[src/rtl/fifo_pop_pkg.sv]
// Shared definitions for the FIFO read-side pop controller.
// State encodings and a constant log2 helper for pointer sizing.
package fifo_pop_pkg;

    localparam logic [1:0] ST_IDLE    = 2'd0;
    localparam logic [1:0] ST_STREAM  = 2'd1;
    localparam logic [1:0] ST_TRICKLE = 2'd2;
    localparam logic [1:0] ST_WAIT    = 2'd3;

    typedef enum logic [1:0] {
        S_IDLE    = ST_IDLE,
        S_STREAM  = ST_STREAM,
        S_TRICKLE = ST_TRICKLE,
        S_WAIT    = ST_WAIT
    } state_t;

    function automatic int clog2(input int n);
        int r;
        r = 0;
        while ((1 << r) < n) r++;
        return r;
    endfunction

endpackage

[src/rtl/pop_skid_buf.sv]
// Circular landing buffer for words returned by the FIFO.
// Head word falls through to rd_data; valid whenever count is non-zero.
module pop_skid_buf
    import fifo_pop_pkg::*;
#(
    parameter int DATA_WIDTH = 10,
    parameter int DEPTH      = 4,
    parameter int PW         = clog2(DEPTH)
) (
    input  logic                  clk,
    input  logic                  reset,
    input  logic                  wr,
    input  logic [DATA_WIDTH-1:0] wr_data,
    input  logic                  rd,
    output logic [DATA_WIDTH-1:0] rd_data,
    output logic                  valid,
    output logic [PW:0]           count
);

    logic [DATA_WIDTH-1:0] mem [DEPTH];
    logic [PW-1:0]         wr_ptr;
    logic [PW-1:0]         rd_ptr;
    logic                  rd_ok;

    assign valid   = (count != '0);
    assign rd_ok   = rd & valid;
    assign rd_data = mem[rd_ptr];

    // Storage, wrapping pointers and occupancy count.
    always_ff @(posedge clk or posedge reset) begin
        if (reset) begin
            for (int i = 0; i < DEPTH; i++) mem[i] <= '0;
            wr_ptr <= '0;
            rd_ptr <= '0;
            count  <= '0;
        end else begin
            if (wr) begin
                mem[wr_ptr] <= wr_data;
                wr_ptr      <= wr_ptr + 1'b1;
            end
            if (rd_ok) rd_ptr <= rd_ptr + 1'b1;
            case ({wr, rd_ok})
                2'b10:   count <= count + 1'b1;
                2'b01:   count <= count - 1'b1;
                default: ;
            endcase
        end
    end

endmodule

[src/rtl/fifo_pop_ctrl.sv]
// Read-side pop controller: credit-gated pops, tagged capture, stream out.
// Optional word counter output enabled by defining POP_CTRL_STATS_EN.
module fifo_pop_ctrl
    import fifo_pop_pkg::*;
#(
    parameter int DATA_WIDTH   = 10,
    parameter int READ_LATENCY = 2,
    parameter int FLAG_LAG     = 3,
    parameter int BUF_DEPTH    = 4
) (
    input  logic                  clk,
    input  logic                  reset,
    input  logic                  enable,
    input  logic                  empty_fifo,
    input  logic                  almost_empty_fifo,
    input  logic [DATA_WIDTH-1:0] fifo_data,
    output logic                  pop,
    output logic [DATA_WIDTH-1:0] out_data,
    output logic                  out_valid,
    input  logic                  out_ready,
    output logic                  busy,
`ifdef POP_CTRL_STATS_EN
    output logic [15:0]           word_cnt,
`endif
    output logic [1:0]            state_o
);

    localparam int PW = clog2(BUF_DEPTH);
    localparam int CW = PW + 2;
    localparam int WW = clog2(FLAG_LAG) + 1;
    localparam logic [WW-1:0] WAIT_LOAD = WW'(FLAG_LAG - 1);

    state_t                  state;
    logic [WW-1:0]           wcnt;
    logic [READ_LATENCY-1:0] tags;
    logic [CW-1:0]           inflight;
    logic [CW-1:0]           need;
    logic [PW:0]             count;
    logic                    credit_ok;
    logic                    buf_wr;
    logic                    buf_rd;

    assign buf_wr = tags[READ_LATENCY-1];
    assign buf_rd = out_valid & out_ready;

    // Count tags still travelling through the FIFO read pipeline.
    always_comb begin
        inflight = '0;
        for (int i = 0; i < READ_LATENCY; i++) begin
            inflight = inflight + CW'(tags[i]);
        end
    end

    // Pop issued now and word leaving now are both counted, so the
    // next pop can never land in a full buffer.
    assign need      = CW'(count) + inflight + CW'(pop) - CW'(buf_rd);
    assign credit_ok = (need < CW'(BUF_DEPTH));

    // Tag shift register marks which cycles carry returning data.
    always_ff @(posedge clk or posedge reset) begin
        if (reset) tags <= '0;
        else       tags <= (tags << 1) | READ_LATENCY'(pop);
    end

    // Pop FSM; the wait counter starts in the pop cycle so re-evaluation
    // happens exactly when the flags have caught up.
    always_ff @(posedge clk or posedge reset) begin
        if (reset) begin
            state <= S_IDLE;
            pop   <= 1'b0;
            wcnt  <= '0;
        end else begin
            unique case (state)
                S_IDLE: begin
                    pop <= 1'b0;
                    if (enable & ~empty_fifo & ~almost_empty_fifo) begin
                        state <= S_STREAM;
                    end else if (enable & ~empty_fifo) begin
                        state <= S_TRICKLE;
                        pop   <= credit_ok;
                        wcnt  <= WAIT_LOAD;
                    end
                end
                S_STREAM: begin
                    if (~enable | empty_fifo) begin
                        state <= S_IDLE;
                        pop   <= 1'b0;
                    end else if (almost_empty_fifo) begin
                        state <= S_TRICKLE;
                        pop   <= 1'b0;
                        wcnt  <= WAIT_LOAD;
                    end else begin
                        pop <= credit_ok;
                    end
                end
                S_TRICKLE: begin
                    if (pop) begin
                        state <= S_WAIT;
                        pop   <= 1'b0;
                        wcnt  <= (wcnt == '0) ? '0 : wcnt - 1'b1;
                    end else if (~enable) begin
                        state <= S_IDLE;
                    end else begin
                        pop  <= credit_ok;
                        wcnt <= WAIT_LOAD;
                    end
                end
                S_WAIT: begin
                    pop <= 1'b0;
                    if (wcnt == '0) state <= S_IDLE;
                    else            wcnt  <= wcnt - 1'b1;
                end
                default: begin
                    state <= S_IDLE;
                    pop   <= 1'b0;
                end
            endcase
        end
    end

    pop_skid_buf #(
        .DATA_WIDTH (DATA_WIDTH),
        .DEPTH      (BUF_DEPTH),
        .PW         (PW)
    ) u_buf (
        .clk     (clk),
        .reset   (reset),
        .wr      (buf_wr),
        .wr_data (fifo_data),
        .rd      (buf_rd),
        .rd_data (out_data),
        .valid   (out_valid),
        .count   (count)
    );

    assign state_o = state;
    assign busy    = (state != S_IDLE) | (|tags) | pop | out_valid;

`ifdef POP_CTRL_STATS_EN
    // Saturating count of accepted output words.
    always_ff @(posedge clk or posedge reset) begin
        if (reset)                             word_cnt <= '0;
        else if (buf_rd && word_cnt != 16'hFFFF) word_cnt <= word_cnt + 1'b1;
    end
`endif

endmodule
[config.mk]
export PLATFORM = sky130hd
export DESIGN_NAME = fifo_pop_ctrl
export DESIGN_NICKNAME = d
export VERILOG_FILES = /design/src/rtl/fifo_pop_pkg.sv /design/src/rtl/pop_skid_buf.sv /design/src/rtl/fifo_pop_ctrl.sv
export SDC_FILE = /design/constraint.sdc
export NUM_CORES = 1
export LEC_CHECK = 0
export BUFFER_PORTS_ARGS = -buffer_cell sky130_fd_sc_hd__clkbuf_2
export CAP_MARGIN = 20
export CORE_MARGIN = 1
export CORE_UTILIZATION = 62
export DETAILED_ROUTE_END_ITERATION = 8
export PLACE_DENSITY_LB_ADDON = 0.12
export SLEW_MARGIN = 5
export SYNTH_ARGS = -nofsm -noshare
export SYNTH_HDL_FRONTEND = slang
export SYNTH_SLANG_ARGS = --single-unit
[constraint.sdc]
create_clock -name clk -period 5.1 [get_ports clk]
set_input_delay 0.51 -clock clk [delete_from_list [all_inputs] [get_ports clk]]
set_output_delay 0.51 -clock clk [all_outputs]
set_load 0.005 [all_outputs]
==> results of run 1 <==
[cells in the final DEF, fill, tap and decap left out, types with 2 or more instances in the layout]
cell type and n:
sky130_fd_sc_hd__o21ai_0 2, sky130_fd_sc_hd__clkbuf_8 5, sky130_fd_sc_hd__inv_1 18, sky130_fd_sc_hd__nor2_1 5, sky130_fd_sc_hd__or4_1 2, sky130_fd_sc_hd__or3_1 2
sky130_fd_sc_hd__nand2_1 8, sky130_fd_sc_hd__fa_1 2, sky130_fd_sc_hd__clkbuf_2 30, sky130_fd_sc_hd__mux2_2 42, sky130_fd_sc_hd__and2_1 2, sky130_fd_sc_hd__nand2b_1 2
sky130_fd_sc_hd__ha_1 12, sky130_fd_sc_hd__xnor2_1 3, sky130_fd_sc_hd__xor2_1 4, sky130_fd_sc_hd__dfrtp_1 55, sky130_fd_sc_hd__mux4_2 10
[cell type report]
cell class,instances,area (µm²)
well taps,50,62.6
clock buffers,5,68.8
flip-flops and latches,55,1380
fillers,260,1070
repair buffers,31,170
multi-input cells,110,1190
inverters,19,71.3
clock inverters,3,47.5
[through the flow]
step,cells,instance area (µm²),util (%),worst slack [ns]
floorplan,188,2670,-,2.24
global placement,264,2850,70.2,2.22
detailed placement,264,2850,70.2,2.04
CTS,272,2970,73.1,2.01
global route,273,2990,73.6,1.87
finish,273,2990,73.6,2.00
[power breakdown]
part	total (mW)	switching, mW	internal, mW
Combinational	0.784	0.307	0.477
Clock	0.297	0.148	0.149
Sequential	0.822	0.173	0.649
[flip-flops by register name, indices dropped and copies added, names as in the netlist]
register      flops
u_buf.wr_ptr      2
u_buf.mem        40
tags              2
pop               1
u_buf.count       3
wcnt              3
u_buf.rd_ptr      2
state_o           2
[worst max-delay path, cell delays in order (launching register included)]
cell and delay (ns):
sky130_fd_sc_hd__dfrtp_1 0.41, sky130_fd_sc_hd__or3_1 0.43, sky130_fd_sc_hd__and2_1 0.24, sky130_fd_sc_hd__ha_1 0.32, sky130_fd_sc_hd__fa_1 0.37, sky130_fd_sc_hd__inv_1 0.06, sky130_fd_sc_hd__ha_1 0.22, sky130_fd_sc_hd__nand2_1 0.07
sky130_fd_sc_hd__nor2_1 0.06, sky130_fd_sc_hd__or4_4 0.48, sky130_fd_sc_hd__a2111oi_2 0.32
[per-layer routing]
layer	part of all wire (%)	global-route usage, %
met5	0	0
met4	1.2	10.6
met3	3.0	5.07
met2	53	42.8
met1	43	28.3
[worst min path at each step]
stage,start,end,slack [ns],depth (start not counted)
6_report,reset,u_buf.mem[22],0.11,2
5_1_grt,reset,u_buf.mem[8],0.12,2
4_1_cts,tags[0],tags[1],0.41,0
3_5_place_dp,tags[0],tags[1],0.39,0
3_3_place_gp,tags[0],tags[1],0.39,0
2_1_floorplan,tags[0],tags[1],0.37,0
[cells by family after synthesis]
logic type | count (synthesis) | share of synthesized area [%]
flip-flops | 55 | 51.6
multiplexers | 53 | 26.6
AND/OR/NAND/NOR | 25 | 4.93
buffers and inverters | 23 | 3.76
adder cells (fa/ha/maj) | 14 | 7.14
AO/OA/AOI/OAI | 11 | 3.66
XOR/XNOR | 7 | 2.30
==> metrics.md, run 1 <==
| Metric | Value |
|---|---|
| Run status | `finished clean` |
| Total power density per cell area | `637 nW/µm²` |
| Final hold violation count | `0` |
| Count of warnings emitted by yosys | `0` |
| Synth async-reset ratio | `100%` |
| Max Freq | `322 MHz` |
| Vertical die dimension | `67.6 µm` |
| Sum of routed wire length over all layers | `4780 µm` |
| Clk Latency, worst-skew pair | `0.32 ns` |
| Post-CTS sizing | `0` |
| Deepest clock path buffer count | `2` |
| Shortest period the worst path allows | `3.10 ns` |
| Last weighted congestion value of the routability-driven placer | `0.736` |
| Power, Total | `1.90 mW` |
| Number of antenna violations at the first check in global routing | `0` |
| Sum of negative setup slack | `0 ns` |
| I/O Pins | `31` |
| Starting DRT DRC Count | `46` |
| Maximum level of the CTS H-tree | `2` |
| Cell at the root of the clock tree | `sky130_fd_sc_hd__clkbuf_8` |
| Drc violations | `0` |
| Cell count of the worst reg-to-reg path | `10` |
| TritonCTS buffer count | `5` |
| Synth Flop Type | `sky130_fd_sc_hd__dfrtp_1` |
| Overall global routing resource usage | `24.3%` |
| Destination of the worst register-to-register timing path | `pop` |
| Die Span X | `67.6 µm` |
| Antenna Nets Post-Route | `0` |
| Average cell area after synthesis | `14.2 µm²` |
| Number of nets in the layout | `252` |
| Number of detailed-route iterations in the first pass | `5` |
| Area overhead of the layout relative to synthesis | `12.0%` |
| Leakage | `1.36 nW` |
| Post-Synthesis Cell Area | `2670 µm²` |
| Post-CTS setup repair buffer count | `0` |
| Layout cells sized above 1 | `43.5%` |
| Highest net fanout along the worst path | `4` |
| Most numerous cell in the Yosys netlist | `sky130_fd_sc_hd__dfrtp_1` |
| Overall overflow remaining after global route | `0` |
| Worst-margin pin slew | `0.722 ns` |
| Site row count | `23` |
| Total count of max-transition violations in the final report | `0` |
| Critical Path AT | `3.31 ns` |
| Final Hold Slack | `0.109 ns` |
| Maximum number of pins on one net before global-route repair | `56` |
| R2r startpoint | `u_buf.count[0]` |
| Required time reported for the critical path endpoint | `5.30 ns` |
| Clock transition at the registers of the reported paths | `0.10 ns` |
| Kind of critical path | `flip-flop to flip-flop` |
| Critical path startpoint | `u_buf.count[0]` |
| Worst IR drop on VDD | `378 µV` |
| Share of the yosys chip area belonging to registers | `51.6%` |
| Synth area leaders | `sky130_fd_sc_hd__dfrtp_1 52%, sky130_fd_sc_hd__mux2_2 18%, sky130_fd_sc_hd__mux4_2 8.5%` |
| Via count of the first global-routing pass | `1651` |
| Starting density of the core | `65.7%` |
| Via count of the routed design | `1575` |
| N_diodes | `0` |
| Top post-synthesis cells by count | `55 x sky130_fd_sc_hd__dfrtp_1, 42 x sky130_fd_sc_hd__mux2_2, 19 x sky130_fd_sc_hd__inv_1` |
| Area of the core region | `4060 µm²` |
| Synth Register Bits | `55` |
| EDFF count, synth | `0` |
| Cell type with the highest aggregate area in the netlist | `sky130_fd_sc_hd__dfrtp_1` |
| Area share of the largest cell type after synthesis | `51.6%` |
| Gate count of the mapped netlist | `188` |
| Number of vias per cell | `5.77` |
| Net count after synthesis | `218` |
| Port Buffers | `30` |
| Critical path capture point type | `flip-flop` |
| Clock net sink count | `55` |
| Sum of net half-perimeters after detailed placement | `3390 µm` |
| Type of the worst min-delay path | `input port to asynchronous set/reset pin` |
| Worst setup slack for register-to-register paths | `2.00 ns` |
| Average routed wire per standard cell | `17.5 µm` |
| Endpoints failing setup | `0` |
| RSZ-0062 raised after global routing | `no` |
| Count of different cell masters after synthesis | `32` |
| CTS Hold Buffers Added | `0` |
| Destination of the critical timing path | `pop` |
| Post-Route Skew | `0.0102 ns` |
| TritonCTS clock tree | `built` |
| Overall die area | `4560 µm²` |
| Max-cap viol count | `0` |
| Worst slew margin relative to its limit | `51.9%` |
| First-pass GRT wire length | `7810 µm` |
| Post-route clock period utilization | `60.9%` |
| Launching element type of the critical path | `flip-flop` |
Note: power is estimated with default switching activity, not from simulation.
==> run 2: changes to the inputs <==
ABC_AREA = 1   (was not set)
CORE_UTILIZATION = 52   (was 62)
clock period = 2.5 ns   (was 5.1 ns; I/O delays follow)
==> metrics.md, run 2 <==
| Metric | Value |
|---|---|
| Starting DRT DRC Count | `183` |
| Final worst-path setup slack | `0.295 ns` |
| Highest-count cells in the layout ignoring fill and taps | `76 x sky130_fd_sc_hd__nand2_1, 64 x sky130_fd_sc_hd__o21ai_0, 55 x sky130_fd_sc_hd__dfrtp_1` |
| Sum of net half-perimeters after detailed placement | `3400 µm` |
| Overall global routing resource usage | `20.6%` |
| Clock transition at the registers of the reported paths | `0.09 ns` |
| Util after Layout | `59.0%` |
| Total count of max-transition violations in the final report | `0` |
| Synth area leaders | `sky130_fd_sc_hd__dfrtp_1 50%, sky130_fd_sc_hd__o21ai_0 12%, sky130_fd_sc_hd__nand2_1 10%` |
| Layout cells sized above 1 | `13.6%` |
| Internal Dissipation | `2.17 mW` |
| Cell type with the highest aggregate area in the netlist | `sky130_fd_sc_hd__dfrtp_1` |
| Register ranked first by flip-flop count | `u_buf.mem` |
| Worst-margin pin slew | `0.686 ns` |
| Shortest period the worst path allows | `2.20 ns` |
| Most numerous cell in the Yosys netlist | `sky130_fd_sc_hd__nand2_1` |
| Critical Path AT | `2.45 ns` |
| Last weighted congestion value of the routability-driven placer | `0.761` |
| Number of antenna violations at the first check in global routing | `0` |
| Vertical die dimension | `75.1 µm` |
| Count of warnings emitted by yosys | `0` |
| Drc violations | `0` |
| Highest net fanout along the worst path | `3` |
| Share of the yosys chip area belonging to registers | `49.5%` |
| RSZ-0062 raised after global routing | `no` |
| Fill cells | `491` |
| Sum of negative setup slack | `0 ns` |
| Power, Total | `3.63 mW` |
| R2r startpoint | `u_buf.count[0]` |
| Clock network power share | `12.3%` |
| Post-CTS setup repair buffer count | `0` |
| TritonCTS buffer count | `5` |
| First-pass GRT wire length | `8540 µm` |
| Die Span X | `75.1 µm` |
| Synth async-reset ratio | `100%` |
| Cells after DPL | `424` |
| TritonCTS clock tree | `built` |
| Top post-synthesis cells by count | `76 x sky130_fd_sc_hd__nand2_1, 64 x sky130_fd_sc_hd__o21ai_0, 55 x sky130_fd_sc_hd__dfrtp_1` |
| Number of vias per cell | `5.01` |
| Largest register FFs | `40` |
| Endpoints failing setup | `0` |
| Clock net sink count | `55` |
| Launching element type of the critical path | `flip-flop` |
| N_diodes | `0` |
| CTS Hold Buffers Added | `0` |
| Starting density of the core | `54.1%` |
| Leakage | `1.60 nW` |
| Worst slew margin relative to its limit | `54.3%` |
| Area overhead of the layout relative to synthesis | `9.14%` |
| Post-detailed-placement cell area | `2960 µm²` |
| Setup slack after placement | `0.306 ns` |
| Final hold violation count | `0` |
| Top Registers | `u_buf.mem: 40 flops, u_buf.count: 3 flops, wcnt: 3 flops` |
| Area of the core region | `5140 µm²` |
| Required time reported for the critical path endpoint | `2.75 ns` |
| Kind of critical path | `flip-flop to flip-flop` |
| Number of detailed-route iterations in the first pass | `4` |
| Post-route cell area | `3030 µm²` |
| Number of nets in the layout | `391` |
| Area share of the largest cell type after synthesis | `49.5%` |
| Cell count of the worst reg-to-reg path | `13` |
| Average routed wire per standard cell | `12.0 µm` |
| Average cell area after synthesis | `8.25 µm²` |
| Sum of routed wire length over all layers | `5180 µm` |
| Gate count of the mapped netlist | `337` |
| Overall overflow remaining after global route | `0` |
| Share of total power in sequential cells | `43.2%` |
| Destination of the worst register-to-register timing path | `pop` |
| Net Sw Frac | `40.2%` |
| Post-Route Skew | `0.00827 ns` |
| Leading cell type in the layout, fill and taps excluded | `sky130_fd_sc_hd__nand2_1` |
| Critical path capture point type | `flip-flop` |
| Antenna Nets Post-Route | `0` |
| Logic pwr share | `44.5%` |
| Post-route insts no fill | `430` |
| Total power density per cell area | `1200 nW/µm²` |
| Synth Flop Type | `sky130_fd_sc_hd__dfrtp_1` |
| Cell at the root of the clock tree | `sky130_fd_sc_hd__clkbuf_8` |
| Max-cap viol count | `0` |
| Deepest clock path buffer count | `2` |
| Port Buffers | `30` |
| Site row count | `26` |
| Post-Synthesis Cell Area | `2780 µm²` |
| I/O Pins | `31` |
| EDFF count, synth | `0` |
| Overall die area | `5640 µm²` |
| Worst setup slack for register-to-register paths | `0.30 ns` |
| Switching component of the power | `1.46 mW` |
| Type of the worst min-delay path | `input port to asynchronous set/reset pin` |
| Maximum level of the CTS H-tree | `2` |
| Post-CTS sizing | `0` |
| Count of different cell masters after synthesis | `26` |
| Clk Latency, worst-skew pair | `0.31 ns` |
| Net count after synthesis | `367` |
| Final Hold Slack | `0.108 ns` |
| Maximum number of pins on one net before global-route repair | `56` |
| Worst IR drop on VDD | `609 µV` |
| Run status | `finished clean` |
| Via count of the first global-routing pass | `1908` |
| Max Freq | `454 MHz` |
| Synth Register Bits | `55` |
| Via count of the routed design | `2154` |
| Post-route clock period utilization | `88.2%` |
## run 2: changes by cell type after synthesis, sizes merged, moves of 3 or more
cell | previous run | this run
nor2 | 5 | 35
or4 | 3 | 0
nand3 | 0 | 10
mux4 | 10 | 0
mux2 | 42 | 0
o21ai | 2 | 64
o22ai | 0 | 10
clkbuf | 0 | 7
nand2 | 8 | 79
buf | 4 | 8
inv | 19 | 42
## run 2: cells by family (layout without fill, tap and decap cells)
family / Yosys count / after routing / synth area share (%)
AO/OA/AOI/OAI: 78 / 78 / 14.6
flip-flops: 55 / 55 / 49.5
buffers and inverters: 57 / 80 / 8.24
AND/OR/NAND/NOR: 128 / 128 / 19.2
adder cells (fa/ha/maj): 14 / 14 / 6.84
XOR/XNOR: 5 / 5 / 1.58
## run 2: critical path, stage by stage (launching register included)
cell	delay, ns
sky130_fd_sc_hd__dfrtp_1	0.39
sky130_fd_sc_hd__inv_1	0.14
sky130_fd_sc_hd__nand3_1	0.15
sky130_fd_sc_hd__nand2_1	0.12
sky130_fd_sc_hd__inv_1	0.08
sky130_fd_sc_hd__ha_1	0.28
sky130_fd_sc_hd__fa_1	0.36
sky130_fd_sc_hd__inv_1	0.06
sky130_fd_sc_hd__ha_1	0.21
sky130_fd_sc_hd__nand2_1	0.09
sky130_fd_sc_hd__nand2_1	0.05
sky130_fd_sc_hd__nand2_1	0.05
sky130_fd_sc_hd__nand3_1	0.06
sky130_fd_sc_hd__nor2_1	0.10
## run 2: worst max-delay path by stage
| stage | from | endpoint | slack, ns |
|---|---|---|---|
| 6_report | u_buf.count[0] | pop | 0.30 |
| 3_3_place_gp | u_buf.count[0] | pop | 0.40 |
| 5_1_grt | u_buf.count[0] | pop | 0.07 |
| 4_1_cts | u_buf.count[0] | pop | 0.28 |
| 3_5_place_dp | u_buf.count[0] | pop | 0.31 |
| 2_1_floorplan | u_buf.count[0] | pop | 0.45 |
## run 2: power groups by stage
| stage | clock network, mW | registers, mW | logic (mW) |
|---|---|---|---|
| 2_1_floorplan | 0 | 1.48 | 1.27 |
| 3_3_place_gp | 0 | 1.57 | 1.61 |
| 3_5_place_dp | 0 | 1.58 | 1.63 |
| 4_1_cts | 0.460 | 1.57 | 1.64 |
| 5_1_grt | 0.503 | 1.62 | 1.90 |
| 6_report | 0.446 | 1.57 | 1.62 |
## run 2: layout make-up
type                    count  area [µm²]  share of cell area, %
flip-flops and latches     55        1380                   45.4
well taps                  70        87.6                   2.89
inverters                  42         158                   5.20
repair buffers             32         165                   5.45
multi-input cells         225        1170                   38.7
clock buffers               6        72.6                   2.39
## run 2: layer usage
metal / vias up / track usage (%) / routed length (µm)
li1: 1119 / - / -
met1: 998 / 26.8 / 2540
met2: 32 / 34.2 / 2410
met3: 5 / 4.55 / 161
met4: 0 / 6.92 / 61
met5: - / 0 / 0
